**src/rtl/pe_pkg.sv**
```systemverilog
// Shared types and parameters for the PE arithmetic pipeline.
// Used by the issue controller, the PE wrapper and the NoC network interface.
package pe_pkg;

  localparam int PRECISION  = 32;
  localparam int MULT_LAT   = 10;
  localparam int SUB_LAT    = 25;
  localparam int TAG_W      = 6;
  localparam int OBUF_DEPTH = 32;
  localparam int CREDIT_W   = $clog2(OBUF_DEPTH + 1);

  typedef logic [PRECISION-1:0] word_t;
  typedef logic [TAG_W-1:0]     tag_t;

  typedef struct packed {
    word_t a;
    word_t b;
    word_t c;
    tag_t  tag;
  } pe_req_t;

  typedef struct packed {
    word_t mult;
    word_t sub;
    tag_t  tag;
  } pe_rsp_t;

endpackage

```
**src/rtl/pe_issue_ctrl_if.sv**
```systemverilog
// Request, PE and result ports of the PE issue controller.
// The slave view belongs to the controller, the master view to its environment.
interface pe_issue_ctrl_if;
  import pe_pkg::*;

  logic  in_valid;
  logic  in_ready;
  word_t in_a;
  word_t in_b;
  word_t in_c;
  tag_t  in_tag;

  word_t pe_a;
  word_t pe_b;
  word_t pe_c;
  word_t pe_mult_result;
  word_t pe_add_result;

  logic  out_valid;
  logic  out_ready;
  word_t out_mult;
  word_t out_sub;
  tag_t  out_tag;

  modport slave (
    input  in_valid, in_a, in_b, in_c, in_tag,
    input  pe_mult_result, pe_add_result,
    input  out_ready,
    output in_ready,
    output pe_a, pe_b, pe_c,
    output out_valid, out_mult, out_sub, out_tag
  );

  modport master (
    output in_valid, in_a, in_b, in_c, in_tag,
    output pe_mult_result, pe_add_result,
    output out_ready,
    input  in_ready,
    input  pe_a, pe_b, pe_c,
    input  out_valid, out_mult, out_sub, out_tag
  );

endinterface

```
**src/rtl/pe_result_fifo.sv**
```systemverilog
// Show-ahead result buffer for the PE issue controller.
// Only pointers and count are reset; storage holds whatever was last written.
module pe_result_fifo
  import pe_pkg::*;
(
  input  logic    clk,
  input  logic    rst,
  input  logic    push_i,
  input  pe_rsp_t pushData_i,
  input  logic    pop_i,
  output logic    valid_o,
  output pe_rsp_t head_o
);

  localparam int PTR_W = $clog2(OBUF_DEPTH);
  localparam int CNT_W = $clog2(OBUF_DEPTH + 1);

  pe_rsp_t          mem_q [OBUF_DEPTH];
  logic [PTR_W-1:0] wrPtr_q, rdPtr_q;
  logic [CNT_W-1:0] count_q;
  logic             full, doPush, doPop;

  function automatic logic [PTR_W-1:0] nextPtr(input logic [PTR_W-1:0] p);
    return (p == PTR_W'(OBUF_DEPTH - 1)) ? '0 : p + PTR_W'(1);
  endfunction

  assign full    = (count_q == CNT_W'(OBUF_DEPTH));
  assign valid_o = (count_q != '0);
  assign doPush  = push_i & ~full;
  assign doPop   = pop_i & valid_o;
  // Gate the head so the result port reads zero whenever nothing is buffered
  assign head_o  = valid_o ? mem_q[rdPtr_q] : '0;

  always_ff @(posedge clk) begin
    if (doPush) begin
      mem_q[wrPtr_q] <= pushData_i;
    end
  end

  always_ff @(posedge clk or posedge rst) begin
    if (rst) begin
      wrPtr_q <= '0;
      rdPtr_q <= '0;
      count_q <= '0;
    end else begin
      if (doPush) wrPtr_q <= nextPtr(wrPtr_q);
      if (doPop)  rdPtr_q <= nextPtr(rdPtr_q);
      case ({doPush, doPop})
        2'b10:   count_q <= count_q + CNT_W'(1);
        2'b01:   count_q <= count_q - CNT_W'(1);
        default: count_q <= count_q;
      endcase
    end
  end

  pushWhileFull: assert property (@(posedge clk) disable iff (rst) !(push_i && full));

endmodule

```
**src/rtl/pe_issue_ctrl.sv**
```systemverilog
// Credit-based issue controller for the fixed-latency PE (A*B, C-A*B).
// Realigns both PE results with their tag and buffers them for the consumer.
module pe_issue_ctrl
  import pe_pkg::*;
(
  input logic            clk,
  input logic            rst,
  pe_issue_ctrl_if.slave bus_io
);

  localparam int MDLY = SUB_LAT - MULT_LAT;

  pe_req_t             req;
  logic                inReady, issue, pop, push, fifoValid;
  logic [CREDIT_W-1:0] credits_q, credits_d;
  word_t               peA_q, peB_q;
  word_t               cLine_q    [MULT_LAT+1];
  logic [SUB_LAT:0]    vldLine_q;
  tag_t                tagLine_q  [SUB_LAT+1];
  word_t               multLine_q [MDLY];
  pe_rsp_t             pushData, headData;

  assign req     = '{a: bus_io.in_a, b: bus_io.in_b, c: bus_io.in_c, tag: bus_io.in_tag};
  assign inReady = (credits_q != '0);
  assign issue   = bus_io.in_valid & inReady;
  assign pop     = fifoValid & bus_io.out_ready;
  assign push    = vldLine_q[SUB_LAT];

  // One credit per free buffer slot, so every issued request has room to land
  always_comb begin
    credits_d = credits_q;
    case ({issue, pop})
      2'b10:   credits_d = credits_q - CREDIT_W'(1);
      2'b01:   credits_d = credits_q + CREDIT_W'(1);
      default: credits_d = credits_q;
    endcase
  end

  always_ff @(posedge clk or posedge rst) begin
    if (rst) begin
      credits_q <= CREDIT_W'(OBUF_DEPTH);
      peA_q     <= '0;
      peB_q     <= '0;
      vldLine_q <= '0;
      for (int k = 0; k <= MULT_LAT; k++) cLine_q[k]    <= '0;
      for (int k = 0; k <= SUB_LAT; k++)  tagLine_q[k]  <= '0;
      for (int k = 0; k < MDLY; k++)      multLine_q[k] <= '0;
    end else begin
      credits_q    <= credits_d;
      peA_q        <= issue ? req.a : '0;
      peB_q        <= issue ? req.b : '0;
      // Index k of each line is aligned with the request that drove pe_a k cycles ago
      cLine_q[0]   <= issue ? req.c : '0;
      for (int k = 1; k <= MULT_LAT; k++) cLine_q[k] <= cLine_q[k-1];
      vldLine_q    <= {vldLine_q[SUB_LAT-1:0], issue};
      tagLine_q[0] <= issue ? req.tag : '0;
      for (int k = 1; k <= SUB_LAT; k++) tagLine_q[k] <= tagLine_q[k-1];
      // The product is only on the PE port for one cycle; hold it until the difference arrives
      multLine_q[0] <= vldLine_q[MULT_LAT] ? bus_io.pe_mult_result : '0;
      for (int k = 1; k < MDLY; k++) multLine_q[k] <= multLine_q[k-1];
    end
  end

  assign pushData = '{mult: multLine_q[MDLY-1], sub: bus_io.pe_add_result, tag: tagLine_q[SUB_LAT]};

  pe_result_fifo uResultFifo (
    .clk        (clk),
    .rst        (rst),
    .push_i     (push),
    .pushData_i (pushData),
    .pop_i      (pop),
    .valid_o    (fifoValid),
    .head_o     (headData)
  );

  assign bus_io.in_ready  = inReady;
  assign bus_io.pe_a      = peA_q;
  assign bus_io.pe_b      = peB_q;
  assign bus_io.pe_c      = cLine_q[MULT_LAT];
  assign bus_io.out_valid = fifoValid;
  assign bus_io.out_mult  = headData.mult;
  assign bus_io.out_sub   = headData.sub;
  assign bus_io.out_tag   = headData.tag;

endmodule
```
**src/flat_wrapper.sv**
```systemverilog
// flat-port wrapper written by rule: the top's interface ports become plain ports
module pe_issue_ctrl_flat import pe_pkg::*;
  (clk, rst, bus_io_in_valid, bus_io_in_a, bus_io_in_b, bus_io_in_c, bus_io_in_tag, bus_io_pe_mult_result, bus_io_pe_add_result, bus_io_out_ready, bus_io_in_ready, bus_io_pe_a, bus_io_pe_b, bus_io_pe_c, bus_io_out_valid, bus_io_out_mult, bus_io_out_sub, bus_io_out_tag);
  pe_issue_ctrl_if bus_io_i ();
  input logic clk;
  input logic rst;
  input wire logic [$bits(bus_io_i.in_valid)-1:0] bus_io_in_valid;
  input wire logic [$bits(bus_io_i.in_a)-1:0] bus_io_in_a;
  input wire logic [$bits(bus_io_i.in_b)-1:0] bus_io_in_b;
  input wire logic [$bits(bus_io_i.in_c)-1:0] bus_io_in_c;
  input wire logic [$bits(bus_io_i.in_tag)-1:0] bus_io_in_tag;
  input wire logic [$bits(bus_io_i.pe_mult_result)-1:0] bus_io_pe_mult_result;
  input wire logic [$bits(bus_io_i.pe_add_result)-1:0] bus_io_pe_add_result;
  input wire logic [$bits(bus_io_i.out_ready)-1:0] bus_io_out_ready;
  output wire logic [$bits(bus_io_i.in_ready)-1:0] bus_io_in_ready;
  output wire logic [$bits(bus_io_i.pe_a)-1:0] bus_io_pe_a;
  output wire logic [$bits(bus_io_i.pe_b)-1:0] bus_io_pe_b;
  output wire logic [$bits(bus_io_i.pe_c)-1:0] bus_io_pe_c;
  output wire logic [$bits(bus_io_i.out_valid)-1:0] bus_io_out_valid;
  output wire logic [$bits(bus_io_i.out_mult)-1:0] bus_io_out_mult;
  output wire logic [$bits(bus_io_i.out_sub)-1:0] bus_io_out_sub;
  output wire logic [$bits(bus_io_i.out_tag)-1:0] bus_io_out_tag;
  assign bus_io_i.in_valid = bus_io_in_valid;
  assign bus_io_i.in_a = bus_io_in_a;
  assign bus_io_i.in_b = bus_io_in_b;
  assign bus_io_i.in_c = bus_io_in_c;
  assign bus_io_i.in_tag = bus_io_in_tag;
  assign bus_io_i.pe_mult_result = bus_io_pe_mult_result;
  assign bus_io_i.pe_add_result = bus_io_pe_add_result;
  assign bus_io_i.out_ready = bus_io_out_ready;
  assign bus_io_in_ready = bus_io_i.in_ready;
  assign bus_io_pe_a = bus_io_i.pe_a;
  assign bus_io_pe_b = bus_io_i.pe_b;
  assign bus_io_pe_c = bus_io_i.pe_c;
  assign bus_io_out_valid = bus_io_i.out_valid;
  assign bus_io_out_mult = bus_io_i.out_mult;
  assign bus_io_out_sub = bus_io_i.out_sub;
  assign bus_io_out_tag = bus_io_i.out_tag;
  pe_issue_ctrl u_core (.clk(clk), .rst(rst), .bus_io(bus_io_i));
endmodule
```
**config.mk**
```make
export PLATFORM = sky130hd
export DESIGN_NAME = pe_issue_ctrl_flat
export DESIGN_NICKNAME = d
export VERILOG_FILES = /design/src/rtl/pe_pkg.sv /design/src/rtl/pe_issue_ctrl_if.sv /design/src/rtl/pe_result_fifo.sv /design/src/rtl/pe_issue_ctrl.sv /design/src/flat_wrapper.sv
export SDC_FILE = /design/constraint.sdc
export NUM_CORES = 2
export LEC_CHECK = 0
export ABC_CLOCK_PERIOD_IN_PS = 35600
export CAP_MARGIN = 40
export CORE_UTILIZATION = 55
export DETAILED_ROUTE_END_ITERATION = 8
export GPL_TIMING_DRIVEN = 0
export PLACE_DENSITY = 0.81
export SLEW_MARGIN = 10
export SYNTH_ARGS = -nofsm -noshare
export SYNTH_HDL_FRONTEND = slang
export SYNTH_SLANG_ARGS = --single-unit
```
**constraint.sdc**
```tcl
create_clock -name clk -period 35.6 [get_ports clk]
set_input_delay 5.34 -clock clk [delete_from_list [all_inputs] [get_ports clk]]
set_output_delay 5.34 -clock clk [all_outputs]
set_load 0.02 [all_outputs]
```
==> summary.txt <==
Outcome
  – Status: finished clean

Min path
  – Hold Crit Class: register to register

GRT
  – Number of antenna violations at the first check in global routing: 18
  – Most used routing layer: met2
  – Met3 Use GR: between 6 and 7%
  – GRT met2 Usage: 46.5%
  – GRT overflow: 0
  – First-pass GRT wire length: a little over 400 mm
  – Largest net degree at the start of global routing: 44
  – Grt met1 use: about a third
  – All-Layer GR Usage: about 28%
  – Vias in the first global route: between 60,000 and 70,000

Logic synthesis
  – Yosys cell types: 49
  – #FFs+latches synth: 3,340
  – Synth warnings: 0
  – Area leader, netlist: edfxtp_1
  – Post-synthesis sequential area ratio: 82.5%
  – FFs w/ async S/R, synth: between 30% and 40%
  – Cells after synthesis: about 5,200
  – Synth top area share: approximately 59%
  – Post-Syn Nets: between 5,000 and 6,000
  – Main synth FF type: edfxtp_1
  – Post-synth EDFFs: around 2,200
  – Syn Area/Cell: between 20 and 25 µm²
  – Mapped Area: 115,000 µm²
  – Synth area leaders: edfxtp_1 (59%), dfrtp_1 (24%), mux4_2 (8.3%), mux2i_1 (3.6%), a22oi_1 (0.92%)

Job
  – Maximum Capacitance Violations: 0

Clocking
  – CTS max path bufs: 4
  – Post_cts resized: 0
  – CTS tree: yes
  – Hold Buf Count CTS: 0
  – H-tree depth: 5
  – CTS Sinks: roughly 3,300
  – CTS clk-pin slew, worst paths: approximately 0.07 ns
  – Post-CTS setup buffers: 0
  – Clock latency at the later pin of the worst-skew pair: 0.97 ns
  – CTS Buf Count: ~330
  – Root Driver: clkbuf_16

Placement
  – # port buffers: approximately 340
  – HPWL after detailed placement: 167 mm
  – Global placer's final weighted congestion: roughly 0.87

STA
  – Setup TNS: 0 ns
  – Setup violations, final: 0
  – Worst-margin pin slew: 1.03 ns
  – Endpoints failing hold: 0
  – Worst clock skew: between 0.1 and 0.15 ns
  – Min Tclk post-route: ~11 ns
  – Period utilization: 30.0%
  – RSZ-0062 raised after global routing: false
  – Worst rel slew slack: 31.0%
  – Fmax achieved: approximately 0.094 GHz
  – Max-slew violation count: 0

Critical path
  – Worst setup startpoint: u_core.uResultFifo.rdPtr_q[3]
  – Reg2reg path depth: 13
  – Worst-path fanout max: 10
  – R2r setup slk: between 30 and 40 ns
  – Setup crit start kind: register
  – Critical Path RT: about 30 ns
  – Critical path endpoint category: output port
  – R2R Path End: u_core.uResultFifo.count_q[4]
  – Crit path DAT: around 5.3 ns
  – Worst Setup EP: bus_io_out_mult[29]
  – Reg-to-reg startpoint: u_core.uResultFifo.count_q[3]
  – Critical path type: register to output port

Detailed routing
  – Drt pass-1 iters: 6
  – Drt wl/cell: 31.7 µm
  – Drt drc: 0
  – Drt via density: 6.33
  – DRT Wirelength: 290 mm
  – Antenna Nets Post-Route: 0
  – DRT iter0 DRCs: around 7,600
  – Routed vias: just under 60,000

Power
  – Pwr Density: around 76 nW/µm²
  – Leakage power: about 50 nW
  – Design Power: around 0.010 W
  – Worst VDD drop: just under 0.00006 V

Cells and area
  – Final Util: 66.2%
  – Area growth, synth to finish: 19.4%
  – Fill cells: roughly 12,000
  – Share of layout cells above drive strength 1: between 20% and 30%
  – Most frequent cells in the layout: edfxtp_1 (2,240), dfrtp_1 (1,099), mux4_2 (422)
  – Nets: 6,286
  – Area of the multi-input gates: approximately 19,000 µm²
  – Reg area: between 90,000 and 100,000 µm²
  – Most common cell after layout, fill and taps aside: edfxtp_1

Floorplanning
  – IO Pins: ~340
  – Die W: 459 µm
  – Die area: 211,000 µm²
  – Die Span Y: between 400 and 500 µm
  – CORE AREA: approximately 210,000 µm²
  – Starting Density: approximately 55%
  – # rows: around 170
[per-layer routing]
layer,part of all wire (%),vias up,wire length (µm)
met4,5.9,12,17200
met5,0.032,-,92
li1,-,22500,-
met3,11,924,30600
met1,32,30000,93900
met2,51,4491,148000
[power breakdown]
part	leakage (nW)	switching, W	internal (W)	total (W)
clock network	5.28	0.00146	0.00201	0.00347
registers	34.5	0.000102	0.00443	0.00453
logic	10.6	0.00149	0.000926	0.00241
[area by class of cell]
type / instances / area share [%]
timing repair buffer: 565 / 5.68
inverter: 10 / 0.0301
clock buffer: 423 / 6.71
buffer: 286 / 0.953
multi-input combinational: 1563 / 13.9
antenna: 9 / 0.0164
clock inverter: 159 / 1.08
tap: 2788 / 2.54
sequential: 3340 / 69.1
[critical path, cell delays in order (launching register included)]
cell and delay (ns):
dfrtp_1 0.35, clkbuf_1 0.72, clkinv_1 0.80, o311ai_4 0.44, buf_6 0.25, clkbuf_1 0.61, o22a_1 0.28, nand3_1 0.29
clkdlybuf4s50_1 0.65
[synthesized netlist by cell type (33+ instances only)]
cell type / count
mux4_2: 422
and2_1: 33
o22a_1: 69
clkbuf_1: 155
nand3_1: 73
dfrtp_1: 1099
edfxtp_1: 2240
mux2i_1: 416
nor2_1: 42
a22oi_1: 141
buf_4: 35
buf_2: 76
o211ai_1: 140
and3_1: 105
[cell families after synthesis]
family,after synthesis,synth area share (%)
AO/OA/AOI/OAI,386,2.61
XOR/XNOR,10,0.0762
adder cells (fa/ha/maj),16,0.181
buffers and inverters,296,1.16
flip-flops,3340,82.5
multiplexers,845,12.0
AND/OR/NAND/NOR,306,1.48
[how the worst min path moves through the flow]
stage,start,endpoint,cells after the start
after CTS,u_core.tagLine_q[7],u_core.pushData[1],0
after global placement,u_core.multLine_q[333],u_core.multLine_q[301],0
after global routing,u_core.tagLine_q[7],u_core.pushData[1],0
final,u_core.tagLine_q[7],u_core.pushData[1],0
after floorplan,u_core.cLine_q[32],u_core.bus_io.pe_c[0],0
after detailed placement,u_core.cLine_q[136],u_core.cLine_q[104],0
[registers in the layout, summed over array words and instances, names as in the netlist, 26 cells and up]
register                  flops
u_core.uResultFifo.mem_q   2240
u_core.multLine_q           480
u_core.cLine_q              320
u_core.tagLine_q            150
u_core.bus_io.pe_a           32
u_core.bus_io.pe_b           32
u_core.bus_io.pe_c           32
u_core.vldLine_q             26
[per-stage QoR]
| stage | setup slack, ns | instances | hold WS (ns) | cell area (µm²) |
|---|---|---|---|---|
| floorplan | 15.08 | 5199 | 0.331 | 115000 |
| global placement | 10.06 | 8323 | 0.331 | 122000 |
| detailed placement | 26.15 | 8506 | 0.335 | 126000 |
| CTS | 25.09 | 9088 | 0.276 | 136000 |
| global route | 24.98 | 9143 | 0.283 | 137000 |
| finish | 24.94 | 9143 | 0.270 | 137000 |
Note: power is estimated with default switching activity, not from simulation.
